<file path="src/rtl/led_pattern_engine.sv">
// LED pattern sequencer: a prescaler generates a step tick and a mode FSM
// advances an LED_W-bit pattern (hold, rotate left/right, alternate, bounce, off).
//
// Ports:
//   CLK    in   1      system clock, rising edge
//   RESET  in   1      asynchronous active-low reset
//   SW     in   4      mode select switches
//   SPEED  in   2      rate select, step limit = TICK_MAX >> SPEED
//   PAUSE  in   1      1 freezes prescaler and pattern
//   LED    out  LED_W  pattern output (registered)
//   TICK   out  1      one-cycle pulse after each pattern step (registered)
//   MODE   out  3      current mode code (registered)
module led_pattern_engine #(
    parameter int unsigned LED_W    = 8,
    parameter int unsigned TICK_MAX = 50000000,
    parameter int unsigned CNT_W    = 26
) (
    input  logic             CLK,
    input  logic             RESET,
    input  logic [3:0]       SW,
    input  logic [1:0]       SPEED,
    input  logic             PAUSE,
    output logic [LED_W-1:0] LED,
    output logic             TICK,
    output logic [2:0]       MODE
);

    typedef enum logic [2:0] {
        M_OFF    = 3'd0,
        M_HOLD   = 3'd1,
        M_LEFT   = 3'd2,
        M_RIGHT  = 3'd3,
        M_ALT    = 3'd4,
        M_BOUNCE = 3'd5
    } mode_t;

    // Alternating seed anchored at the MSB: 1010..10
    function automatic logic [LED_W-1:0] alt_pattern();
        logic [LED_W-1:0] v;
        v = '0;
        for (int i = 0; i < int'(LED_W); i++) begin
            if (((int'(LED_W) - 1 - i) % 2) == 0) v[i] = 1'b1;
        end
        return v;
    endfunction

    localparam logic [CNT_W-1:0] LIMIT_BASE = CNT_W'(TICK_MAX);
    localparam logic [LED_W-1:0] LED_ONE    = LED_W'(1);
    localparam logic [LED_W-1:0] LED_MSB    = LED_ONE << (LED_W - 1);
    localparam logic [LED_W-1:0] ALT_SEED   = alt_pattern();
    localparam logic             DIR_UP     = 1'b0;
    localparam logic             DIR_DOWN   = 1'b1;

    function automatic logic [LED_W-1:0] seed_of(input mode_t m);
        logic [LED_W-1:0] s;
        case (m)
            M_HOLD, M_LEFT, M_BOUNCE: s = LED_ONE;
            M_RIGHT:                  s = LED_MSB;
            M_ALT:                    s = ALT_SEED;
            default:                  s = '0;
        endcase
        return s;
    endfunction

    mode_t            mode_q, mode_nxt, mode_dec;
    logic [CNT_W-1:0] cnt_q, cnt_nxt, limit;
    logic             dir_q, dir_nxt;
    logic [LED_W-1:0] led_nxt;
    logic             tick_nxt;
    logic             mode_chg, step, legal;

    assign MODE = mode_q;

    // Switch decode; anything not listed is OFF
    always_comb begin
        mode_dec = M_OFF;
        case (SW)
            4'b0001: mode_dec = M_HOLD;
            4'b0010: mode_dec = M_LEFT;
            4'b0100: mode_dec = M_RIGHT;
            4'b1000: mode_dec = M_ALT;
            4'b0110: mode_dec = M_BOUNCE;
            default: mode_dec = M_OFF;
        endcase
    end

    // Step qualification; >= lets a speed increase mid-count fire immediately
    always_comb begin
        limit    = LIMIT_BASE >> SPEED;
        mode_chg = (mode_dec != mode_q);
        step     = !mode_chg && !PAUSE && (cnt_q >= limit);
    end

    // Pattern legality for the current mode; illegal patterns reload the seed
    always_comb begin
        legal = 1'b0;
        case (mode_q)
            M_OFF:           legal = (LED == '0);
            M_HOLD:          legal = (LED == LED_ONE);
            M_LEFT, M_RIGHT: legal = $onehot(LED);
            M_ALT:           legal = (LED == ALT_SEED) || (LED == ~ALT_SEED);
            M_BOUNCE:        legal = $onehot(LED)
                                     && !(dir_q == DIR_UP   && LED == LED_MSB)
                                     && !(dir_q == DIR_DOWN && LED == LED_ONE);
            default:         legal = 1'b0;
        endcase
    end

    // State register
    always_ff @(posedge CLK or negedge RESET) begin
        if (!RESET) begin
            mode_q <= M_OFF;
            cnt_q  <= '0;
            dir_q  <= DIR_UP;
            LED    <= '0;
            TICK   <= 1'b0;
        end else begin
            mode_q <= mode_nxt;
            cnt_q  <= cnt_nxt;
            dir_q  <= dir_nxt;
            LED    <= led_nxt;
            TICK   <= tick_nxt;
        end
    end

    // Next-state: mode follows the switches, prescaler restarts on mode change
    always_comb begin
        mode_nxt = mode_dec;
        cnt_nxt  = cnt_q;
        if (mode_chg || step) begin
            cnt_nxt = '0;
        end else if (!PAUSE) begin
            cnt_nxt = cnt_q + CNT_W'(1);
        end
    end

    // Output / datapath: pattern update, bounce direction and tick pulse
    always_comb begin
        led_nxt  = LED;
        dir_nxt  = dir_q;
        tick_nxt = 1'b0;
        if (mode_chg) begin
            led_nxt = seed_of(mode_dec);
            dir_nxt = DIR_UP;
        end else if (step) begin
            tick_nxt = 1'b1;
            if (!legal) begin
                led_nxt = seed_of(mode_q);
                dir_nxt = DIR_UP;
            end else begin
                case (mode_q)
                    M_LEFT:  led_nxt = {LED[LED_W-2:0], LED[LED_W-1]};
                    M_RIGHT: led_nxt = {LED[0], LED[LED_W-1:1]};
                    M_ALT:   led_nxt = ~LED;
                    M_BOUNCE: begin
                        if (dir_q == DIR_UP) begin
                            led_nxt = LED << 1;
                            if (led_nxt == LED_MSB) dir_nxt = DIR_DOWN;
                        end else begin
                            led_nxt = LED >> 1;
                            if (led_nxt == LED_ONE) dir_nxt = DIR_UP;
                        end
                    end
                    default: led_nxt = seed_of(mode_q);
                endcase
            end
        end
    end

endmodule
</file>
<file path="config.mk">
export PLATFORM = sky130hd
export DESIGN_NAME = led_pattern_engine
export DESIGN_NICKNAME = d
export VERILOG_FILES = /design/src/rtl/led_pattern_engine.sv
export SDC_FILE = /design/constraint.sdc
export NUM_CORES = 1
export LEC_CHECK = 0
export BUFFER_PORTS_ARGS = -buffer_cell sky130_fd_sc_hd__buf_2
export CAP_MARGIN = 40
export CORE_AREA = 2 2 79 81
export DETAILED_ROUTE_END_ITERATION = 16
export DIE_AREA = 0 0 81 83
export PLACE_DENSITY = 0.78
export SYNTH_ARGS = -nofsm -noshare
export SYNTH_HDL_FRONTEND = slang
export SYNTH_SLANG_ARGS = --single-unit
export TNS_END_PERCENT = 10
</file>
<file path="constraint.sdc">
create_clock -name CLK -period 5.2 [get_ports CLK]
set_input_delay 0.52 -clock CLK [delete_from_list [all_inputs] [get_ports CLK]]
set_output_delay 0.52 -clock CLK [all_outputs]
set_load 0.1 [all_outputs]
</file>
# After elaboration in Yosys (flattened, before gate mapping)

Cells that the tools add are included.

Register bits: 39
Logic and storage cells: 82

Add/subtract/negate cells: 8
$lt $le $gt $ge: 1
Equal/unequal tests: 25
Shifts and indexed selects: 1
Mux-type cells: 21
Bitwise gates (word level): 2
Reductions and logical operators: 19

Operator list:

| cell                    | count |
|---|---|
| $mux W26                | 2 |
| $pmux W8 S3             | 2 |
| $mux W8                 | 4 |
| $pmux W8 S4             | 1 |
| $add A26 B1 Y26 const B | 1 |
| $ge A26 B26 Y1          | 1 |
| $shr A26 B2 Y26 const A | 1 |
| $eq A8 B8 Y1 const B    | 2 |
| $pmux W3 S5             | 1 |
| $eq A3 B2 Y1 const B    | 4 |
| $eq A3 B3 Y1 const B    | 4 |
| $mux W1                 | 10 |
| $add A1 B1 Y2           | 4 |
| $eq A4 B1 Y1 const B    | 2 |
| $eq A4 B3 Y1 const B    | 2 |
| $eq A8 B1 Y1 const B    | 1 |
| $eq A8 B7 Y1 const B    | 1 |
| $logic_not A8 Y1        | 1 |
| $not A8 Y8              | 1 |
| $eq A7 B1 Y1 const B    | 1 |
| $eq A7 B7 Y1 const B    | 1 |
| $add A2 B2 Y3           | 2 |
| $eq A3 B1 Y1 const B    | 2 |
| $logic_and A1 B1 Y1     | 6 |
| other kinds (15)        | 20 |

# Depth between registers and ports, before layout

Depth in word-level cells: 10
Gate-level depth with buffers: 14

# Least setup slack after synthesis

No wires, ideal clock.

Path kind: register -> register
Start: register LED[0]
End: register LED[0]
Library setup time: 124 ps
Arrival: 4574 ps
Path slack: 503 ps
Cell stages (with the launch flop): 15
Buffers on the path: 0
Cell sequence: dfrtp_1 inv_1 fa_1 fa_1 fa_1 inv_1 ha_1 inv_1 fa_1 a211oi_1 mux2i_1 o31ai_1 a21o_1 o211ai_1 a211o_1

Longest elaborated chain between the ends: 10

RTL lines:

| item                                | line     | source |
|---|---|---|
| start, declared                     | 23       | `output logic [LED_W-1:0] LED,` |
| start signal, assigned              | 121      | `LED <= led_nxt;` |
| $add A1 B1 Y2 (implied by the code) | 100, 102 |  |
| $add A2 B2 Y3 (implied by the code) | 100, 102 |  |
| $add A3 B3 Y4 (implied by the code) | 100, 102 |  |
| $eq A4 B1 Y1                        | 100, 102 |  |
| $logic_and A1 B1 Y1                 | 103      | `&& !(dir_q == DIR_UP && LED == LED_MSB)` |
| $logic_and A1 B1 Y1                 | 104      | `&& !(dir_q == DIR_DOWN && LED == LED_ONE);` |
| $pmux W1 S5                         | 97       | `case (mode_q)` |
| $mux W8 *                           | 147      | `if (!legal) begin` |
| $mux W8 *                           | 145      | `end else if (step) begin` |
| $mux W8 *                           | 142      | `if (mode_chg) begin` |

Mark *: on every way between the ends. The rest lies on a longest branch, timed or not. The select of a mux whose other input is x is not followed.
A chain may end at the register's enable or synchronous reset.

# Worst setup path after layout

Start: register LED[1]
End: register LED[1]

Same word-level chain as after synthesis.

==> results.cfg <==
[status]
outcome = finished clean

[die]
core.rowCount = 28
core-area_mm2 = 0.00582
die-area_mm2 = 0.00672
io_pins = 21
die_y_um = 83
start_util_pct = 59.0
chipWidth_um = 81

[timing]
slew_violations = 0
period_share_pct = 85.2
layout_min_cycle_time_ps = 4430
finalSetupViolCount = 0
tightestPinTransition_ps = 945
final.setup_skew_ps = 7.40
timing.fmax_mhz = 226
hold_viol = 0
slew_headroom_pct = 36.8
tns_ps = 0
grt_setup_unrepaired = no

[job]
maxCapViolCount = 0

[finish]
instances_no_fill = 472
layout.nets = 435
drive_gt1_share_pct = 12.6
antenna_cells = 0
area_delta_synth_final_pct = 7.59

[power_and_ir_drop]
peakVddDrop_v = 0.000175
leakage_nw = 1.59
power.density_mw_per_mm2 = 257

[synth]
ys.flop_type = dfrtp_1
ys_types = 75
syn_inst = 382
synth_nets = 421
ys_warn_count = 0
ys_ff_latch = 39
synth_edf_count = 0
synth_seq_area_share_pct = 28.4
synth_area_mm2 = 0.00343
post_synth.cell_area_avg_um2 = 8.98
async_flop_share_pct = 100

[grt]
grt.total_usage_pct = 26.7
overflow = 0
grt_start_max_net_pins = 26
antenna_found_initial = 0
grt_pass1_vias = 3049
grt_pass1_wl_mm = 14.3

[critical_path]
r2r-start = LED[1]$_DFFE_PN0N_
slowest_delay_ps = 590
worstRegToRegCells = 14
cp_max_fo = 7
crit_chain = inv_1 -> fa_1 -> fa_1 -> fa_1 -> inv_1 -> ha_1 -> inv_1 -> fa_1 -> a211oi_1 -> mux2i_1 -> o31ai_1 -> nor4b_1 -> a211oi_1 -> a22oi_1
cp_data_required_time_ps = 5350
crit_top_cell = fa_1
r2r_slack_ps = 770
critPathSlowestCell = o31ai_1
end_kind = register
startpoint_type = register
crit_type = reg2reg
critical_path.startpoint = LED[1]$_DFFE_PN0N_
crit_arrival_ps = 4590
r2r-end = LED[1]$_DFFE_PN0N_

[clock_network]
cts_max_level = 2
cts_root_buf = clkbuf_8
cts.clk_slew.worst_paths_ps = 80
cts_buffers = 5
clk-insertion-delay-late_ps = 290
cts_resized = 0
clk_path_buf_depth = 2
cts_tree = yes
clock_sinks = 39
cts_setup_buffers = 0
hold_buffers = 0

[routing]
via_per_inst = 6.56
vias = 3095
ant_nets = 0
firstDrtPassIters = 5
routed_wirelength_mm = 8.69
avgRoutedWirePerCell_um = 18.4
drc_errors = 0
drt-initial-drc-count = 217

[placed_design]
place_congestion = 0.990
dp_hpwl_mm = 6.50
io_buffers = 20
placed_cells = 464

[hold_path]
min_path_type = in2async
## worst max-delay path by stage
| stage | cells after the start | slack, ps | endpoint |
|---|---|---|---|
| finish | 14 | 770 | LED[1]$_DFFE_PN0N_ |
| global route | 14 | 420 | LED[1]$_DFFE_PN0N_ |
| CTS | 14 | 800 | LED[1]$_DFFE_PN0N_ |
| detailed placement | 14 | 840 | LED[1]$_DFFE_PN0N_ |
| global placement | 14 | 910 | LED[3]$_DFFE_PN0N_ |
| floorplan | 14 | 500 | LED[0]$_DFFE_PN0N_ |
## Yosys cell counts (3+ instances only)
library cell  number  area share, %
nand3_1           16            2.3
nor2_1            29            3.2
o21ai_0           11            1.6
nand3b_1           5            1.1
and3_1             5           0.91
inv_1             26            2.8
a221o_1            3           0.88
o31ai_1            4           0.88
mux2i_1            3           0.88
nand2_1           24            2.6
and2_1             5           0.91
a222oi_1           3           0.88
a211oi_1           5            1.1
or3_1             11            2.0
xnor2_1           11            2.8
buf_2              6           0.88
a21oi_1           18            2.6
a22oi_1            4           0.88
nand4b_1           6            1.5
ha_1              26            9.5
o211ai_1           6            1.3
dfrtp_1           39             28
buf_6              4            1.3
nor3_1            11            1.6
a31oi_1            3           0.55
and4_1             3           0.77
nand2b_1           8            1.5
o21a_1             3           0.66
fa_1               4            2.3
a22o_1             4            1.0
nand4_1           13            2.4
a21o_1             6            1.3
clkbuf_1           5           0.55
a311oi_1           6            1.5
## through the flow
| stage | power, mW | area (um2) | util (%) | setup WS (ps) | hold WS, ps |
|---|---|---|---|---|---|
| 2_1_floorplan | 0.577 | 3430 | - | 503 | 224 |
| 3_3_place_gp | 0.639 | 3540 | 60.8 | 911 | 556 |
| 3_5_place_dp | 0.649 | 3560 | 61.2 | 840 | 455 |
| 4_1_cts | 0.954 | 3690 | 63.5 | 802 | 137 |
| 5_1_grt | 1.00 | 3690 | 63.5 | 416 | 142 |
| 6_report | 0.948 | 3690 | 63.5 | 767 | 135 |
## flip-flops by register name (all words and copies together) (netlist names)
register,flops
cnt_q,26
LED,8
MODE,3
TICK,1
dir_q,1
## layout by cell type, fill, tap and decap left out, drive strengths merged, types with 3 or more instances in the layout
| cell type | instances |
|---|---|
| or2 | 4 |
| nand3 | 16 |
| a31oi | 4 |
| a22oi | 4 |
| ha | 26 |
| clkbuf | 6 |
| a311oi | 6 |
| nand4 | 13 |
| o21a | 3 |
| a221o | 3 |
| a21o | 6 |
| o21ai | 11 |
| a222oi | 3 |
| o211ai | 6 |
| fa | 4 |
| a22o | 4 |
| mux2i | 3 |
| and2 | 5 |
| nand2b | 8 |
| o31ai | 4 |
| and4 | 3 |
| nor2 | 30 |
| inv | 26 |
| a21oi | 19 |
| buf | 24 |
| a211oi | 5 |
| nand4b | 6 |
| and3 | 5 |
| dfrtp | 39 |
| or3 | 12 |
| nand2 | 26 |
| nand3b | 5 |
| nor3 | 11 |
| xnor2 | 11 |
## power breakdown
group / leakage [nW] / internal [mW] / switching (mW)
sequential: 0.535 / 0.314 / 0.0249
clock: 0.0654 / 0.192 / 0.110
combinational: 0.992 / 0.0919 / 0.215
total: 1.59 / 0.598 / 0.350
## kinds of logic after synthesis
| group | after synthesis | synth area share [%] |
|---|---|---|
| AOI/OAI and AO/OA | 99 | 23.6 |
| xor gates and xnor gates | 13 | 3.32 |
| adders and majority gates | 30 | 11.8 |
| buffers and inverters | 43 | 6.02 |
| DFF | 39 | 28.4 |
| muxes | 4 | 1.20 |
| and+or+nand+nor | 154 | 25.6 |
## routing by layer
layer | share of wire (%) | wire [um] | vias up | global-route usage (%)
li1 | - | - | 1459 | -
met1 | 41 | 3560 | 1511 | 33.6
met2 | 51 | 4450 | 113 | 45.4
met3 | 6.2 | 543 | 12 | 4.46
met4 | 1.5 | 133 | 0 | 9.40
met5 | 0 | 0 | - | 0
## critical path: cells and delay by family, from the launching register on
kind	cells	cell delay (ps)
simple gates	1	160
fa+ha+maj	5	1970
buf+inv	3	310
compound gates	4	1270
mux	1	130
flops	1	470
## layout make-up
type,instances,area [um2]
tap,75,93.8
fill,527,2120
clock inverter,2,60.1
clock buffer,6,72.6
sequential,39,976
multi-input combinational,300,2250
timing repair buffer,24,143
inverter,26,97.6
Power figures use the tool's default switching activity.
